`src/rtl/mem_arbiter_pkg.sv`:
```
// Shared encodings and default widths for the data-RAM arbiter.
// The starvation guard is enabled by defining ARB_STARVE_GUARD_EN.
package mem_arb_pkg;

    localparam int DEF_AW         = 32;
    localparam int DEF_DW         = 32;
    localparam int WE_W           = 4;
    localparam int DEF_STARVE_MAX = 4;
    localparam logic [31:0] DEF_BASE_ADDR = 32'h1000;

    // Tag carried with a read so the response returns to the right master
    typedef enum logic {
        OWN_IF = 1'b0,
        OWN_LS = 1'b1
    } owner_e;

endpackage

```
`src/rtl/mem_arbiter_if.sv`:
```
// Bus bundle between fetch (m0), load/store (m1), the arbiter and the RAM port.
// slave = arbiter side, master = requesters plus RAM.
interface mem_arbiter_if
    import mem_arb_pkg::*;
#(
    parameter int AW = DEF_AW,
    parameter int DW = DEF_DW
);
    logic            m0_req;
    logic [AW-1:0]   m0_addr;
    logic            m0_gnt;
    logic            m0_rvalid;
    logic [DW-1:0]   m0_rdata;

    logic            m1_req;
    logic [WE_W-1:0] m1_we;
    logic [AW-1:0]   m1_addr;
    logic [DW-1:0]   m1_wdata;
    logic            m1_gnt;
    logic            m1_rvalid;
    logic [DW-1:0]   m1_rdata;

    logic            s_ren;
    logic [AW-1:0]   s_raddr;
    logic [WE_W-1:0] s_wen;
    logic [AW-1:0]   s_waddr;
    logic [DW-1:0]   s_wdata;
    logic [DW-1:0]   s_rdata;

    modport slave (
        input  m0_req, m0_addr, m1_req, m1_we, m1_addr, m1_wdata, s_rdata,
        output m0_gnt, m0_rvalid, m0_rdata, m1_gnt, m1_rvalid, m1_rdata,
        output s_ren, s_raddr, s_wen, s_waddr, s_wdata
    );

    modport master (
        output m0_req, m0_addr, m1_req, m1_we, m1_addr, m1_wdata, s_rdata,
        input  m0_gnt, m0_rvalid, m0_rdata, m1_gnt, m1_rvalid, m1_rdata,
        input  s_ren, s_raddr, s_wen, s_waddr, s_wdata
    );
endinterface

```
`src/rtl/mem_arbiter_starve_cnt.sv`:
```
// Saturating count of consecutive fetch denials; hit tells the arbiter to let fetch through.
// Only instantiated when ARB_STARVE_GUARD_EN is defined.
module arb_starve_cnt #(
    parameter int MAX = 4
) (
    input  logic clk,
    input  logic rstn,
    input  logic inc,
    input  logic clr,
    output logic hit
);
    localparam int CW = $clog2(MAX + 1);

    logic [CW-1:0] cnt;

    always_ff @(posedge clk or negedge rstn) begin
        if (!rstn) begin
            cnt <= '0;
        end else if (clr) begin
            cnt <= '0;
        end else if (inc && cnt != CW'(MAX)) begin
            cnt <= cnt + 1'b1;
        end
    end

    assign hit = (cnt == CW'(MAX));

endmodule

```
`src/rtl/mem_arbiter.sv`:
```
// Single data-RAM port shared by fetch (m0) and load/store (m1); one access per cycle.
// Define ARB_STARVE_GUARD_EN to bound how long fetch can be starved by load/store.
module mem_arbiter
    import mem_arb_pkg::*;
#(
    parameter int            AW         = DEF_AW,
    parameter int            DW         = DEF_DW,
    parameter logic [AW-1:0] BASE_ADDR  = AW'(DEF_BASE_ADDR),
    parameter int            STARVE_MAX = DEF_STARVE_MAX
) (
    input  logic clk,
    input  logic rstn,
    input  logic flush_i,
    output logic stall_o,
    mem_arbiter_if.slave bus
);
    logic   m0_live, m1_live;
    logic   m0_gnt, m1_gnt;
    logic   m1_rd, rd_gnt;
    logic   starve_hit;
    logic   resp_vld_q;
    owner_e resp_own_q;

`ifdef ARB_STARVE_GUARD_EN
    arb_starve_cnt #(.MAX(STARVE_MAX)) u_starve (
        .clk  (clk),
        .rstn (rstn),
        .inc  (bus.m0_req & ~m0_gnt & ~flush_i),
        .clr  (m0_gnt | flush_i),
        .hit  (starve_hit)
    );
`else
    assign starve_hit = 1'b0;
`endif

    // Grants are held low throughout reset, not just after the first edge
    assign m0_live = rstn & bus.m0_req & ~flush_i;
    assign m1_live = rstn & bus.m1_req;
    assign m1_gnt  = m1_live & ~(starve_hit & m0_live);
    assign m0_gnt  = m0_live & ~m1_gnt;
    assign m1_rd   = m1_gnt & (bus.m1_we == '0);
    assign rd_gnt  = m0_gnt | m1_rd;

    assign bus.m0_gnt = m0_gnt;
    assign bus.m1_gnt = m1_gnt;
    assign stall_o    = bus.m0_req & ~m0_gnt;

    always_comb begin
        bus.s_ren   = 1'b0;
        bus.s_raddr = '0;
        bus.s_wen   = '0;
        bus.s_waddr = '0;
        bus.s_wdata = '0;
        if (m1_gnt) begin
            if (bus.m1_we != '0) begin
                bus.s_wen   = bus.m1_we;
                bus.s_waddr = bus.m1_addr - BASE_ADDR;
                bus.s_wdata = bus.m1_wdata;
            end else begin
                bus.s_ren   = 1'b1;
                bus.s_raddr = bus.m1_addr - BASE_ADDR;
            end
        end else if (m0_gnt) begin
            bus.s_ren   = 1'b1;
            bus.s_raddr = bus.m0_addr - BASE_ADDR;
        end
    end

    always_ff @(posedge clk or negedge rstn) begin
        if (!rstn) begin
            resp_vld_q <= 1'b0;
            resp_own_q <= OWN_IF;
        end else begin
            resp_vld_q <= rd_gnt;
            if (rd_gnt) resp_own_q <= m1_rd ? OWN_LS : OWN_IF;
        end
    end

    // A flush kills the fetch response in the cycle it would have been consumed
    assign bus.m0_rvalid = resp_vld_q & (resp_own_q == OWN_IF) & ~flush_i;
    assign bus.m1_rvalid = resp_vld_q & (resp_own_q == OWN_LS);
    assign bus.m0_rdata  = bus.s_rdata;
    assign bus.m1_rdata  = bus.s_rdata;

endmodule

```
`src/flat_wrapper.sv`:
```
// flat-port wrapper written by rule: the top's interface ports become plain ports
module mem_arbiter_flat import mem_arb_pkg::*;
#(
    parameter int            AW         = DEF_AW,
    parameter int            DW         = DEF_DW,
    parameter logic [AW-1:0] BASE_ADDR  = AW'(DEF_BASE_ADDR),
    parameter int            STARVE_MAX = DEF_STARVE_MAX
)
  (clk, rstn, flush_i, stall_o, bus_m0_req, bus_m0_addr, bus_m1_req, bus_m1_we, bus_m1_addr, bus_m1_wdata, bus_s_rdata, bus_m0_gnt, bus_m0_rvalid, bus_m0_rdata, bus_m1_gnt, bus_m1_rvalid, bus_m1_rdata, bus_s_ren, bus_s_raddr, bus_s_wen, bus_s_waddr, bus_s_wdata);
  mem_arbiter_if #(.AW(AW), .DW(DW)) bus_i ();
  input  logic clk;
  input  logic rstn;
  input  logic flush_i;
  output logic stall_o;
  input wire logic [$bits(bus_i.m0_req)-1:0] bus_m0_req;
  input wire logic [$bits(bus_i.m0_addr)-1:0] bus_m0_addr;
  input wire logic [$bits(bus_i.m1_req)-1:0] bus_m1_req;
  input wire logic [$bits(bus_i.m1_we)-1:0] bus_m1_we;
  input wire logic [$bits(bus_i.m1_addr)-1:0] bus_m1_addr;
  input wire logic [$bits(bus_i.m1_wdata)-1:0] bus_m1_wdata;
  input wire logic [$bits(bus_i.s_rdata)-1:0] bus_s_rdata;
  output wire logic [$bits(bus_i.m0_gnt)-1:0] bus_m0_gnt;
  output wire logic [$bits(bus_i.m0_rvalid)-1:0] bus_m0_rvalid;
  output wire logic [$bits(bus_i.m0_rdata)-1:0] bus_m0_rdata;
  output wire logic [$bits(bus_i.m1_gnt)-1:0] bus_m1_gnt;
  output wire logic [$bits(bus_i.m1_rvalid)-1:0] bus_m1_rvalid;
  output wire logic [$bits(bus_i.m1_rdata)-1:0] bus_m1_rdata;
  output wire logic [$bits(bus_i.s_ren)-1:0] bus_s_ren;
  output wire logic [$bits(bus_i.s_raddr)-1:0] bus_s_raddr;
  output wire logic [$bits(bus_i.s_wen)-1:0] bus_s_wen;
  output wire logic [$bits(bus_i.s_waddr)-1:0] bus_s_waddr;
  output wire logic [$bits(bus_i.s_wdata)-1:0] bus_s_wdata;
  assign bus_i.m0_req = bus_m0_req;
  assign bus_i.m0_addr = bus_m0_addr;
  assign bus_i.m1_req = bus_m1_req;
  assign bus_i.m1_we = bus_m1_we;
  assign bus_i.m1_addr = bus_m1_addr;
  assign bus_i.m1_wdata = bus_m1_wdata;
  assign bus_i.s_rdata = bus_s_rdata;
  assign bus_m0_gnt = bus_i.m0_gnt;
  assign bus_m0_rvalid = bus_i.m0_rvalid;
  assign bus_m0_rdata = bus_i.m0_rdata;
  assign bus_m1_gnt = bus_i.m1_gnt;
  assign bus_m1_rvalid = bus_i.m1_rvalid;
  assign bus_m1_rdata = bus_i.m1_rdata;
  assign bus_s_ren = bus_i.s_ren;
  assign bus_s_raddr = bus_i.s_raddr;
  assign bus_s_wen = bus_i.s_wen;
  assign bus_s_waddr = bus_i.s_waddr;
  assign bus_s_wdata = bus_i.s_wdata;
  mem_arbiter #(.AW(AW), .DW(DW), .BASE_ADDR(BASE_ADDR), .STARVE_MAX(STARVE_MAX)) u_core (.clk(clk), .rstn(rstn), .flush_i(flush_i), .stall_o(stall_o), .bus(bus_i));
endmodule
```
`config.mk`:
```
export PLATFORM = sky130hd
export DESIGN_NAME = mem_arbiter_flat
export DESIGN_NICKNAME = d
export VERILOG_FILES = /design/src/rtl/mem_arbiter_pkg.sv /design/src/rtl/mem_arbiter_if.sv /design/src/rtl/mem_arbiter_starve_cnt.sv /design/src/rtl/mem_arbiter.sv /design/src/flat_wrapper.sv
export SDC_FILE = /design/constraint.sdc
export NUM_CORES = 1
export LEC_CHECK = 0
export BUFFER_PORTS_ARGS = -buffer_cell sky130_fd_sc_hd__clkbuf_2
export CORE_AREA = 2 2 121 123
export CTS_CLUSTER_DIAMETER = 50
export CTS_CLUSTER_SIZE = 20
export DETAILED_ROUTE_END_ITERATION = 10
export DIE_AREA = 0 0 123 125
export PLACE_DENSITY = 0.55
export SLEW_MARGIN = 20
export SYNTH_ARGS = -nofsm -noshare
export SYNTH_HDL_FRONTEND = slang
export SYNTH_SLANG_ARGS = --single-unit
```
`constraint.sdc`:
```
create_clock -name clk -period 3.4 [get_ports clk]
set_input_delay 0.68 -clock clk [delete_from_list [all_inputs] [get_ports clk]]
set_output_delay 0.68 -clock clk [all_outputs]
set_load 0.02 [all_outputs]
```
Word-level counts from Yosys, hierarchy flattened:

Index checks and enable logic that the tools add are counted.

* register bits after elaboration: 2
* latch bits: 0
* memory bits (writable): 0
* input bits: 137
* memory bits (read-only): 0
* memories: 0

* shift-type cells: 0
* muxes and demuxes: 13
* multiply operators: 0
* equal/unequal tests: 0
* bitwise operators: 14
* $lt $le $gt $ge: 0
* divide/modulo/power cells: 0
* $add $sub $neg: 2
* reductions and logical operators: 2

Operators with widths (number)
* two-way mux 32 bit: 7
* subtractor 32 x 13 -> 32 bit (second input constant): 2
* AND 1 bit: 9
* two-way mux 4 bit: 2
* zero test 4 bit: 1
* two-way mux 1 bit: 4
* inverter 1 bit: 4
* nonzero test 4 bit: 1
* bitwise OR 1 bit: 1

Longest topological paths before layout:

Gate-level depths: netlist of the first run.

* depth in word-level cells: 5
* gate-level depth with buffers: 7
* mapped depth without buffers: 7

Least setup slack after synthesis of the first run:

No wires, ideal clock.

* kind: input-to-output
* start: in bus_m1_addr[12]
* end: out bus_s_raddr[28]
* stages: 7
* data arrival time: 2350 ps
* data required time: 2720 ps
* buffers on the path: 0
* setup slack: 370 ps
* path through: inv_1 ha_1 or4b_4 and4bb_1 nand2_1 xor2_1 o22ai_1

* longest elaborated chain between the ends: 3

Ends and longest elaborated chain
* start, declared: line flat_wrapper.sv:19 `input wire logic [$bits(bus_i.m1_addr)-1:0] bus_m1_addr;`
* subtractor 32 x 13 -> 32 bit: line mem_arbiter.sv:61 `bus.s_raddr = bus.m1_addr - BASE_ADDR;`
* two-way mux 32 bit: line mem_arbiter.sv:55 `if (bus.m1_we != '0) begin`
* two-way mux 32 bit: line mem_arbiter.sv:54 `if (m1_gnt) begin`
* end, declared: line flat_wrapper.sv:29 `output wire logic [$bits(bus_i.s_raddr)-1:0] bus_s_raddr;`

Every way passes these cells.

Final worst setup path of the first run:

* start: in bus_m1_addr[12]
* end: out bus_s_raddr[26]

The elaborated chain is that of the path after synthesis.

==> results.md, run 1 <==
- The flow ran to the end, and the final reports show no timing, DRC or antenna violations.
- The worst vdd rail ir drop is 111 uV.
- Of the synthesized area, sequential elements account for 0.0247.
- The effective utilization at floorplan is 0.142.
- The number of global-route vias before repair is approximately 2,400.
- The overflow left after global routing is 0.
- The mean instance size in the synthesized netlist is 6.86 um^2.
- The finished layout holds 624 standard cells, fillers aside.
- The setup violation total in the final timing report is 0.
- The post-detailed-route DRC marker count is 0.
- The top-area cell type share of the netlist area is 0.241.
- The commonest cells after synthesis are sky130_fd_sc_hd__buf_4 (65), sky130_fd_sc_hd__and2_1 (47), sky130_fd_sc_hd__nor2_1 (34).
- Hold timing on the final database bottoms out at a slack of 0.279 ns.
- The critical path in this run is classified as in2out.
- The clock latency reported for the late side of the worst-skew pair is 0.22 ns.
- The number of placement rows is 44.
- The maximum level of the CTS H-tree is 1.
- The number of I/O port buffers is 210.
- The top cell family by delay on the critical path is simple AND/OR/NAND/NOR gates.
- By instance count, the leading cell after synthesis is sky130_fd_sc_hd__buf_4.
- Clock-pin slew was measured on the worst setup and hold paths at around 0.030 ns.
- The count of nets left with antenna violations once routing finished came out at 0.
- On the worst path, the slowest cell contributes a delay of 0.51 ns.
- Entering global routing, the biggest net connects 45 pins.
- The post-synthesis cell type with the largest combined area is sky130_fd_sc_hd__buf_4.
- The tool flagged a number of max-cap violations equal to 0.
- The count of placed standard cells including taps is 621.
- After routing the design area is 2900 um^2.
- Counting flops and latches in the post-synthesis netlist gives 2.
- After the last flow step, the layout net total stands at 581.
- The number of gates resized after cts is 0.
- After floorplanning, the core was sized to cover roughly 14,000 um^2.
- The slowest cell on the critical path is sky130_fd_sc_hd__or4b_4.
- In the final layout, the share of cells above drive strength 1 is 0.532.
- Summed over all layers, the routed wires come to 9710 um.
- Yosys mapped a number of flops with a built-in enable equal to 0.
- After clock tree synthesis, the setup repair step added 0 buffers.
- The leakage power figure is 1.54 nW.
- The die covers 15,400 um^2.
- The critical path contains buffers and inverters numbering 3 combined.
- The first TritonRoute pass finished after 4 iterations.
- TritonCTS created 3 clock buffers.
- The core utilization of the finished layout is 0.204.
- The clock drives 2 sinks.
- Counting along the longest clock path gives a buffer depth of 2.
- The synthesized net count is 434.
- Of the available clock period, the critical path in the final layout requires 0.945.
- The maximum achievable frequency is 311 MHz.
- The signed area change from the synthesized netlist to the final layout is 43.4%.
- The fraction of synthesis flops using an asynchronous set or reset pin is 1.00.
- The number of failing hold endpoints at the final stage is 0.
- The power density over the cells is ~170 nW/um^2.
- The estimated wirelength of the detail-placed design is 8430 um.
- The horizontal die dimension is 123 um.
- The launching element type of the critical path is an input port.
- The total number of yosys warnings is 0.
- The number of antenna violations at the first check in global routing came to 2.
- Setup repair after global routing left no endpoint under its margin.
- For this run, the leading register cell type out of synthesis is sky130_fd_sc_hd__dfrtp_1.
- The antenna cell count is 0.
- The number of instances in the synthesized netlist is 295.
- The synthesized area is 2020 um^2.
- The critical path goes through clkbuf_2 > inv_1 > ha_1 > or4b_4 > and4bb_1 > nand2_1 > xor2_1 > o22ai_2 > clkbuf_2.
- The number of pins with negative max-slew slack in the final report is 0.
- The first global-routing pass estimated 14,000 um of wire.
- The all-layer global routing usage is 0.117.
- The mean number of vias per cell is 4.06.
- Data on the critical path is required at its endpoint by 2.72 ns.
- The y dimension of the die is 125 um.
- Across the routed clock network, the largest skew measured is 0 ns.
- The smallest clock period supported by the final layout is computed as around 3.2 ns.
- The worst setup path is captured at an output pin.
- The cell at the root of the clock tree is sky130_fd_sc_hd__clkbuf_16.
- The instance area at placement is 2830 um^2.
- For this block, the initial DRC count from the detailed router was 94.
- Buffers inserted to repair hold after CTS numbered 0.
- TritonCTS built the clock tree.
- Yosys mapped the design onto 38 distinct sky130hd cell types.
- ~310 I/O pins were placed.
- Summing over every cut layer, the via total after detailed routing is 2,531.
- The summed negative setup slack over all endpoints is 0 ns.
- The congestion estimate from routability-driven global placement came to 0.825.
- Counting stages on the worst path, the most repeated cell is sky130_fd_sc_hd__clkbuf_2.
- The relative slew slack is 0.600.
- The routed wirelength normalized by instance count is 15.6 um.
- The layout has 1,666 filler cells.
- The path class of the tightest hold or removal check is in2async.
- Ranked by total cell area, the synthesized netlist is headed by sky130_fd_sc_hd__buf_4 (24%), sky130_fd_sc_hd__and2_1 (15%), sky130_fd_sc_hd__xnor2_1 (8.2%).
- The biggest fanout along the worst timing path is 5.
- The slew at the pin closest to its max-slew limit is 0.600 ns.
- The data arrival time at the worst-slack endpoint is 2.53 ns.
[stage by stage]
stage / setup WS [ns] / total power, mW
6_report: 0.187 / 0.489
3_5_place_dp: 0.187 / 0.317
3_3_place_gp: 0.222 / 0.318
5_1_grt: 0.0602 / 0.525
2_1_floorplan: 0.370 / 0.280
4_1_cts: 0.184 / 0.496
[worst paths after layout]
kind | start | endpoint | slack [ns] | cells after the start
max in group asynchronous | rstn | u_core.resp_vld_q | 2.98 | 1
setup reg to reg | u_core.resp_own_q | u_core.resp_own_q | 2.79 | 2
hold reg to reg | u_core.resp_own_q | u_core.resp_own_q | 0.49 | 2
min in group clk | u_core.resp_own_q | u_core.resp_own_q | 0.49 | 2
setup / recovery | bus_m1_addr[12] | bus_s_raddr[26] | 0.19 | 9
hold / removal | rstn | u_core.resp_own_q | 0.28 | 1
[per-layer routing]
metal / vias to the layer above / track usage / part of all wire
met1: 1118 / 0.135 / 0.38
met2: 153 / 0.198 / 0.47
met4: 4 / 0.0328 / 0.022
met3: 27 / 0.0465 / 0.13
li1: 1229 / - / -
met5: - / 0 / 0.0032
[kinds of logic (layout without fill, tap and decap cells)]
group	count (synthesis)	count (layout)	share of synthesized area
flops	2	2	0.0247
fa+ha+maj	2	2	0.0124
buf+inv	83	228	0.282
simple gates	140	140	0.409
xor+xnor	34	34	0.147
compound gates	34	34	0.124
[area by class of cell]
class / count / area (um^2) / share of cell area
clock buffers: 3 / 75.1 / 0.0259
inverters: 6 / 22.5 / 0.00776
multi-input cells: 210 / 1410 / 0.484
flip-flops and latches: 2 / 50.0 / 0.0172
well taps: 184 / 230 / 0.0793
repair buffers: 219 / 1120 / 0.386
[power breakdown]
part	internal [mW]	switching, mW	leakage [nW]
sequential	0.0261	0.00129	0.0268
clock	0.149	0.0248	0.0370
combinational	0.118	0.170	1.48
[flip-flops by register name, indices dropped and copies added (netlist names)]
register / cells
u_core.resp_own_q: 1
u_core.resp_vld_q: 1
[cell usage in the layout, fill, tap and decap left out, drive strengths merged, types with 2 or more instances in the layout]
cell    instances
and3            4
clkbuf        213
or4             4
nor4            9
o22ai          19
inv             6
dfrtp           2
nand2          16
nor2           34
nand3b          2
a22o           12
buf             9
xor2           15
xnor2          19
nor3b           4
or3             4
ha              2
nand3           3
and2           47
nor3            7
Note: power is estimated with default switching activity, not from simulation.
==> run 2: changes to the inputs <==
==> constraint.sdc (replaced) <==
create_clock -name clk -period 3.6 [get_ports clk]
set_input_delay 0.72 -clock clk [delete_from_list [all_inputs] [get_ports clk]]
set_output_delay 0.72 -clock clk [all_outputs]
set_load 0.02 [all_outputs]
==> run 2 against run 1 <==
Clock-buffer cell count stayed put. Clock skew stayed put. Sequential cell count stayed put. Setup slack better by 0.079 ns. First-iteration DRC count is 3.2% lower. Global-route usage is 0.11 points lower. Register-to-register slack better by 0.20 ns. Routed wire length hardly changed.
==> results.md, run 2 (synthesized netlist as in run 1, its figures left out) <==
- Once placement finished, the instance area stood at around 2800 um^2.
- The antenna cell count is 0.
- The design draws roughly 460 uW.
- The detailed router placed 2,500 vias in this run.
- For flop-to-flop paths, the worst setup slack is 2.99 ns.
- The maximum buffer depth of the clock tree is 2.
- The top cell types in the final layout, fill and taps aside, are sky130_fd_sc_hd__clkbuf_2 (210), sky130_fd_sc_hd__and2_1 (47), sky130_fd_sc_hd__nor2_1 (33).
- The number of setup buffers added after CTS is 0.
- The congestion estimate from routability-driven global placement came to 0.807.
- Summing all non-filler instances in the final layout gives an area of 2890 um^2.
- Counting tap cells, the placed design contains a total of 620 instances.
- The later pin in the worst-skew pair is clocked with a latency of 0.22 ns.
- The library cell used most frequently in the layout, excluding fill and tap cells, is sky130_fd_sc_hd__clkbuf_2.
- The initial utilization of the core area, before any placement, comes to 0.142.
- The delay contributed by the slowest stage of the critical path is 0.52 ns.
- The TritonCTS clock tree is built.
- Traced cell by cell, the critical path runs through clkbuf_2 > inv_1 > ha_1 > or4b_4 > and4bb_1 > nand2_1 > xor2_1 > o22ai_1 > clkbuf_2.
- The maximum number of pins on one net before global-route repair is 45.
- The tightest min-delay check is of the in2async type.
- The flow ran to the end, and the final reports show no timing, DRC or antenna violations.
- The number of detailed-routing iterations run before antenna repair is 4.
- The internal power contribution is 277 uW.
- Power spread over the standard cell area amounts to 160 nW/um^2.
- Of the total power, registers draw 0.056.
- The endpoint of the most critical register-to-register path is u_core.resp_own_q.
- The data arrival time at the worst-slack endpoint is 2.61 ns.
- The all-layer global routing usage is 0.116.
- The detailed-route wire length is around 9700 um.
- At the end of the flow the core is filled with cells to 0.204.
- The summed negative setup slack over all endpoints is 0 ns.
- The filler-free cell count of the finished design is slightly above 600.
- Based on the critical path, the design can be clocked at up to 300 MHz.
- The die footprint is ~15,000 um^2.
- The ratio of cells with drive above 1 in the final layout is 0.531.
- The most repeated library cell on the critical path is sky130_fd_sc_hd__clkbuf_2.
- Setup repair after global routing left no endpoint under its margin.
- The overflow left after global routing is 0.
- The slowest cell on the critical path is sky130_fd_sc_hd__or4b_4.
- The worst setup path is launched from an input port.
- The total area inside the core boundary comes to 14,200 um^2.
- For this run, design rule violations remaining after detail routing come to 0.
- In this run the number of H-tree levels came out at 1.
- The top-level port count is 307.
- The worst register-to-register path has a depth of 2.
- The max-cap check violation count is 0.
- The y dimension of the die is 125 um.
- The worst vdd rail ir drop is between 100 and 150 uV.
- The number of global-route vias before repair is 2,353.
- Detailed placement ended at an HPWL of 8430 um.
- The leakage power figure is 1.54 nW.
- Between clock sinks in the finished design, the worst skew comes to 0 ns.
- The number of placement rows is 44.
- The horizontal die dimension is roughly 120 um.
- The share of total power consumed by net switching is 0.401.
- During placement, the flow inserted port buffers numbering 210.
- After detailed routing, the average wire length per cell comes to around 16 um.
- The worst register-to-register path begins at u_core.resp_own_q.
- The number of clock sinks is 2.
- The first-pass GRT wire length is ~14,000 um.
- OpenSTA, run right after detailed placement, puts the worst setup slack at 0.254 ns.
- The number of failing hold endpoints at the final stage is 0.
- For this design, the CTS-stage hold fixing added 0 buffers.
- The clock-pin slew of the registers on the worst-case setup and hold paths is ~0.03 ns.
- The relative slew slack is 0.592.
- Buffers inserted during clock tree synthesis total 3.
- The signed area change from the synthesized netlist to the final layout is 43.0%.
- In the routed layout, each cell is associated on average with a via count of between 4 and 5.
- The element type at the critical path end is an output pin.
- The worst-case setup margin in the final layout is 0.265 ns.
- The cell at the root of the clock tree is sky130_fd_sc_hd__clkbuf_16.
- The power share of the combinational group is 0.588.
- The share of total power dissipated in the clock network is 0.356.
- The number of pins with negative max-slew slack in the final report is 0.
- The critical path in this run is classified as in2out.
- The number of gates resized after cts is 0.
- The biggest fanout along the worst timing path is 5.
- Setup violations remaining at the end of the flow were counted as 0.
- The slew at the pin closest to its max-slew limit is 0.612 ns.
- Data on the critical path is required at its endpoint by 2.88 ns.
- In this run the power spent charging and discharging nets is 185 uW.
- The number of antenna violations at the first check in global routing came to 0.
- The largest registers in the layout are u_core.resp_own_q: 1 flops, u_core.resp_vld_q: 1 flops.
- The post-route clock period utilization is 0.926.
- The post-layout minimum cycle time is about 3.3 ns.
- Hold timing on the final database bottoms out at a slack of between 0.3 and 0.4 ns.
- The net count reported at finish is just under 600.
- In this run the remaining antenna-violating nets after routing total 0.
- The iteration-0 DRC count of the detailed router is 91.
[run 2: cell types whose count changed in the layout (fill, tap and decap cells not counted)]
cell / before / now
sky130_fd_sc_hd__buf_4: 9 / 8
[run 2: how the worst max path moves through the flow]
stage | start | end | slack, ns
6_report | bus_m1_addr[12] | bus_s_raddr[28] | 0.27
5_1_grt | bus_m1_addr[12] | bus_s_raddr[28] | 0.15
4_1_cts | bus_m1_addr[12] | bus_s_raddr[28] | 0.25
3_5_place_dp | bus_m1_addr[12] | bus_s_raddr[28] | 0.25
3_3_place_gp | bus_m1_addr[12] | bus_s_raddr[28] | 0.28
2_1_floorplan | bus_m1_addr[12] | bus_s_raddr[28] | 0.49
[run 2: final cells by class]
| class | count | area, um^2 |
|---|---|---|
| tap | 184 | 230 |
| inverter | 6 | 22.5 |
| fill | 1632 | 11300 |
| timing repair buffer | 218 | 1110 |
| multi-input combinational | 210 | 1410 |
| sequential | 2 | 50.0 |
| clock buffer | 3 | 75.1 |
[run 2: worst max-delay path, delay by kind of cell]
family,cells,cell delay [ns]
AO/OA/AOI/OAI,1,0.16
XOR/XNOR,1,0.16
adder cells (fa/ha/maj),1,0.22
buffers and inverters,3,0.40
AND/OR/NAND/NOR,3,0.95
[run 2: layer usage]
metal / wire [um] / track usage / up-vias
met4: 165 / 0.0287 / 0
met3: 1100 / 0.0424 / 23
met2: 4540 / 0.198 / 149
met1: 3910 / 0.136 / 1101
met5: 0 / 0 / -
li1: - / - / 1227
[run 2: power groups by stage]
stage               logic (mW)  clock network, mW  registers, mW
CTS                      0.275              0.166         0.0258
finish                   0.271              0.164         0.0258
global route             0.298              0.171         0.0261
floorplan                0.238                  0         0.0258
global placement         0.274                  0         0.0261
detailed placement       0.274                  0         0.0260
==> run 3: changes to the inputs <==
==> constraint.sdc (replaced) <==
create_clock -name clk -period 3.3 [get_ports clk]
set_input_delay 0.66 -clock clk [delete_from_list [all_inputs] [get_ports clk]]
set_output_delay 0.66 -clock clk [all_outputs]
set_load 0.02 [all_outputs]
==> run 3 against run 2 <==
Final area increased by 1.0%. Setup slack got worse by 0.095 ns. Critical path depth is the same. Clock power up 9.8%. Routed wire length rose by 0.49%. Final cell count up 0.64%. Sequential power up 9.7%. First-iteration DRC count rose by 14%. Power is 9.9% higher. Critical path type unchanged. Largest power group unchanged.
==> results.md, run 3 (synthesized netlist as in run 1, its figures left out) <==
- The worst setup path is captured at an output pin.
- After detailed routing, the number of remaining DRC violations is 0.
- At the end of routability-driven placement, the weighted congestion stood at ~0.8.
- The post-route clock period utilization is 0.948.
- In the final layout, the share of cells above drive strength 1 is 0.535.
- The number of I/O port buffers is 210.
- The cell at the root of the clock tree is sky130_fd_sc_hd__clkbuf_16.
- The maximum achievable frequency is 320 MHz.
- The maximum level of the CTS H-tree is 1.
- The number of clock sinks is 2.
- The routed via count is 2,523.
- Setup slack on the critical path of the routed design comes to 0.170 ns.
- Summing all flip-flop and latch instances after layout gives 50.0 um^2.
- Setup violations remaining at the end of the flow were counted as 0.
- Counting the buffers created by CTS gives 3.
- The effective utilization at floorplan is 0.142.
- The floorplan step set the die height to ~130 um.
- Once the clock tree was built, the resizer swapped 0 gates to a different size.
- For this run, the detailed router's first-pass iteration total came to 4.
- The launching element type of the critical path is an input port.
- The all-layer global routing usage is 0.117.
- The worst setup path is of the in2out kind.
- The startpoint identified for the worst register-to-register timing path is u_core.resp_own_q.
- In this run the worst setup path begins at bus_m1_addr[12].
- Buffers inserted to repair hold after CTS numbered 0.
- The first global-routing pass estimated approximately 14,000 um of wire.
- The antenna cell count is 0.
- The mean number of vias per cell is 4.02.
- The maximum buffer depth of the clock tree is 2.
- The first routing iteration left 104 violations.
- In the final routed layout, each cell accounts on average for 15.6 um.
- The number of pins with negative max-slew slack in the final report is 0.
- The flow ran to the end, and the final reports show no timing, DRC or antenna violations.
- For this run, the share of the core covered by cells in the final layout is 0.206.
- At the pin with the least slew margin, the transition time is around 0.59 ns.
- In this run the static leakage power is 1.56 nW.
- After clock tree synthesis, the clock-pin slew on the worst setup and hold paths is 0.03 ns.
- The summed negative setup slack over all endpoints is 0 ns.
- The die footprint is approximately 15,000 um^2.
- The area used by multi-input combinational logic is 1410 um^2.
- The worst pin sits at a relative slew slack of 0.605.
- For this run, the post-layout net count is 584.
- TritonCTS built the clock tree.
- Of all nets on the critical path, the largest fanout is 5.
- The number of antenna violations at the first check in global routing came to 1.
- The number of inserted filler cells in the final layout is 1,646.
- The pre-CTS setup slack is 0.164 ns.
- In this run the count of I/O pins placed on the die edge is 307.
- The signed area change from the synthesized netlist to the final layout is 44.5%.
- The max-cap check violation count is 0.
- The worst vdd rail ir drop is 114 uV.
- Setup repair after global routing left no endpoint under its margin.
- Detailed placement ended at an HPWL of 8530 um.
- The number of failing hold endpoints at the final stage was 0.
- The core region is around 14,000 um^2.
- In this run the power density over the cells is 174 nW/um^2.
- In the layout the commonest cells are sky130_fd_sc_hd__clkbuf_2 (210), sky130_fd_sc_hd__and2_1 (47), sky130_fd_sc_hd__nor2_1 (33).
- The required arrival time at the worst endpoint is 2.64 ns.
- The number of placed instances, taps included, is 624.
- The worst min-delay path category is in2async.
- From left edge to right edge, the die measures 123 um.
- Data arrives at the worst endpoint at approximately 2.5 ns.
- The setup fix buffers added after clock tree synthesis is 0.
- The filler-free cell count of the finished design is roughly 630.
- For this run the aggregate overflow at the end of global routing stands at 0.
- The post-layout minimum cycle time is 3.13 ns.
- The remaining antenna violation count is 0.
- The number of global-route vias before repair was 2,323.
- The later pin in the worst-skew pair is clocked with a latency of roughly 0.22 ns.
- In the final layout, the registers with the most flip-flops are u_core.resp_own_q: 1 flops, u_core.resp_vld_q: 1 flops.
- The most frequent standard cell in the layout excluding fill and tap cells is sky130_fd_sc_hd__clkbuf_2.
- The detailed-route wire length is 9770 um.
- Between clock sinks in the finished design, the worst skew comes to 0 ns.
- Entering global routing, the biggest net connects 45 pins.
- The number of placement rows is 44.
-- run 3: cell count changes in the layout (fill, tap and decap cells not counted) --
cell,before,now
sky130_fd_sc_hd__buf_4,8,12
-- run 3: final cells by class --
class,instances,share of cell area
Tap cell,184,0.0787
Timing Repair Buffer,222,0.390
Multi-Input combinational cell,210,0.481
Inverter,6,0.00770
Sequential cell,2,0.0171
Clock buffer,3,0.0257
-- run 3: per-stage QoR --
step | total power, mW | hold slack (ns) | instance area, um^2
floorplan | 0.288 | 0.364 | 2020
finish | 0.508 | 0.262 | 2920
global route | 0.545 | 0.268 | 2920
global placement | 0.330 | 0.481 | 2850
detailed placement | 0.330 | 0.484 | 2850
CTS | 0.514 | 0.257 | 2920
-- run 3: path summary, 6_finish.rpt --
kind / slack, ns / to / cells past startpoint
min in group clk: 0.49 / u_core.resp_own_q / 2
max in group asynchronous: 2.89 / u_core.resp_vld_q / 1
min: 0.26 / u_core.resp_own_q / 1
min reg2reg: 0.49 / u_core.resp_own_q / 2
max: 0.17 / bus_s_raddr[28] / 9
max reg2reg: 2.69 / u_core.resp_own_q / 2
-- run 3: where the power goes --
part / internal (mW) / switching (mW) / total, mW
Combinational: 0.123 / 0.176 / 0.300
Clock: 0.154 / 0.0257 / 0.180
Sequential: 0.0269 / 0.00136 / 0.0283
-- run 3: metal layers --
| metal | routed length, um | global-route usage | up-vias | part of all wire |
|---|---|---|---|---|
| met2 | 4580 | 0.196 | 145 | 0.47 |
| met4 | 170 | 0.0287 | 2 | 0.017 |
| li1 | - | - | 1235 | - |
| met1 | 3840 | 0.139 | 1116 | 0.39 |
| met5 | 13 | 0 | - | 0.0013 |
| met3 | 1170 | 0.0465 | 25 | 0.12 |
-- run 3: worst max-delay path, cell delays in order --
cell                       delay [ns]
sky130_fd_sc_hd__clkbuf_2        0.13
sky130_fd_sc_hd__inv_1           0.08
sky130_fd_sc_hd__ha_1            0.16
sky130_fd_sc_hd__or4b_4          0.49
sky130_fd_sc_hd__and4bb_1        0.35
sky130_fd_sc_hd__nand2_1         0.09
sky130_fd_sc_hd__xor2_1          0.16
sky130_fd_sc_hd__o22ai_1         0.16
sky130_fd_sc_hd__clkbuf_2        0.19
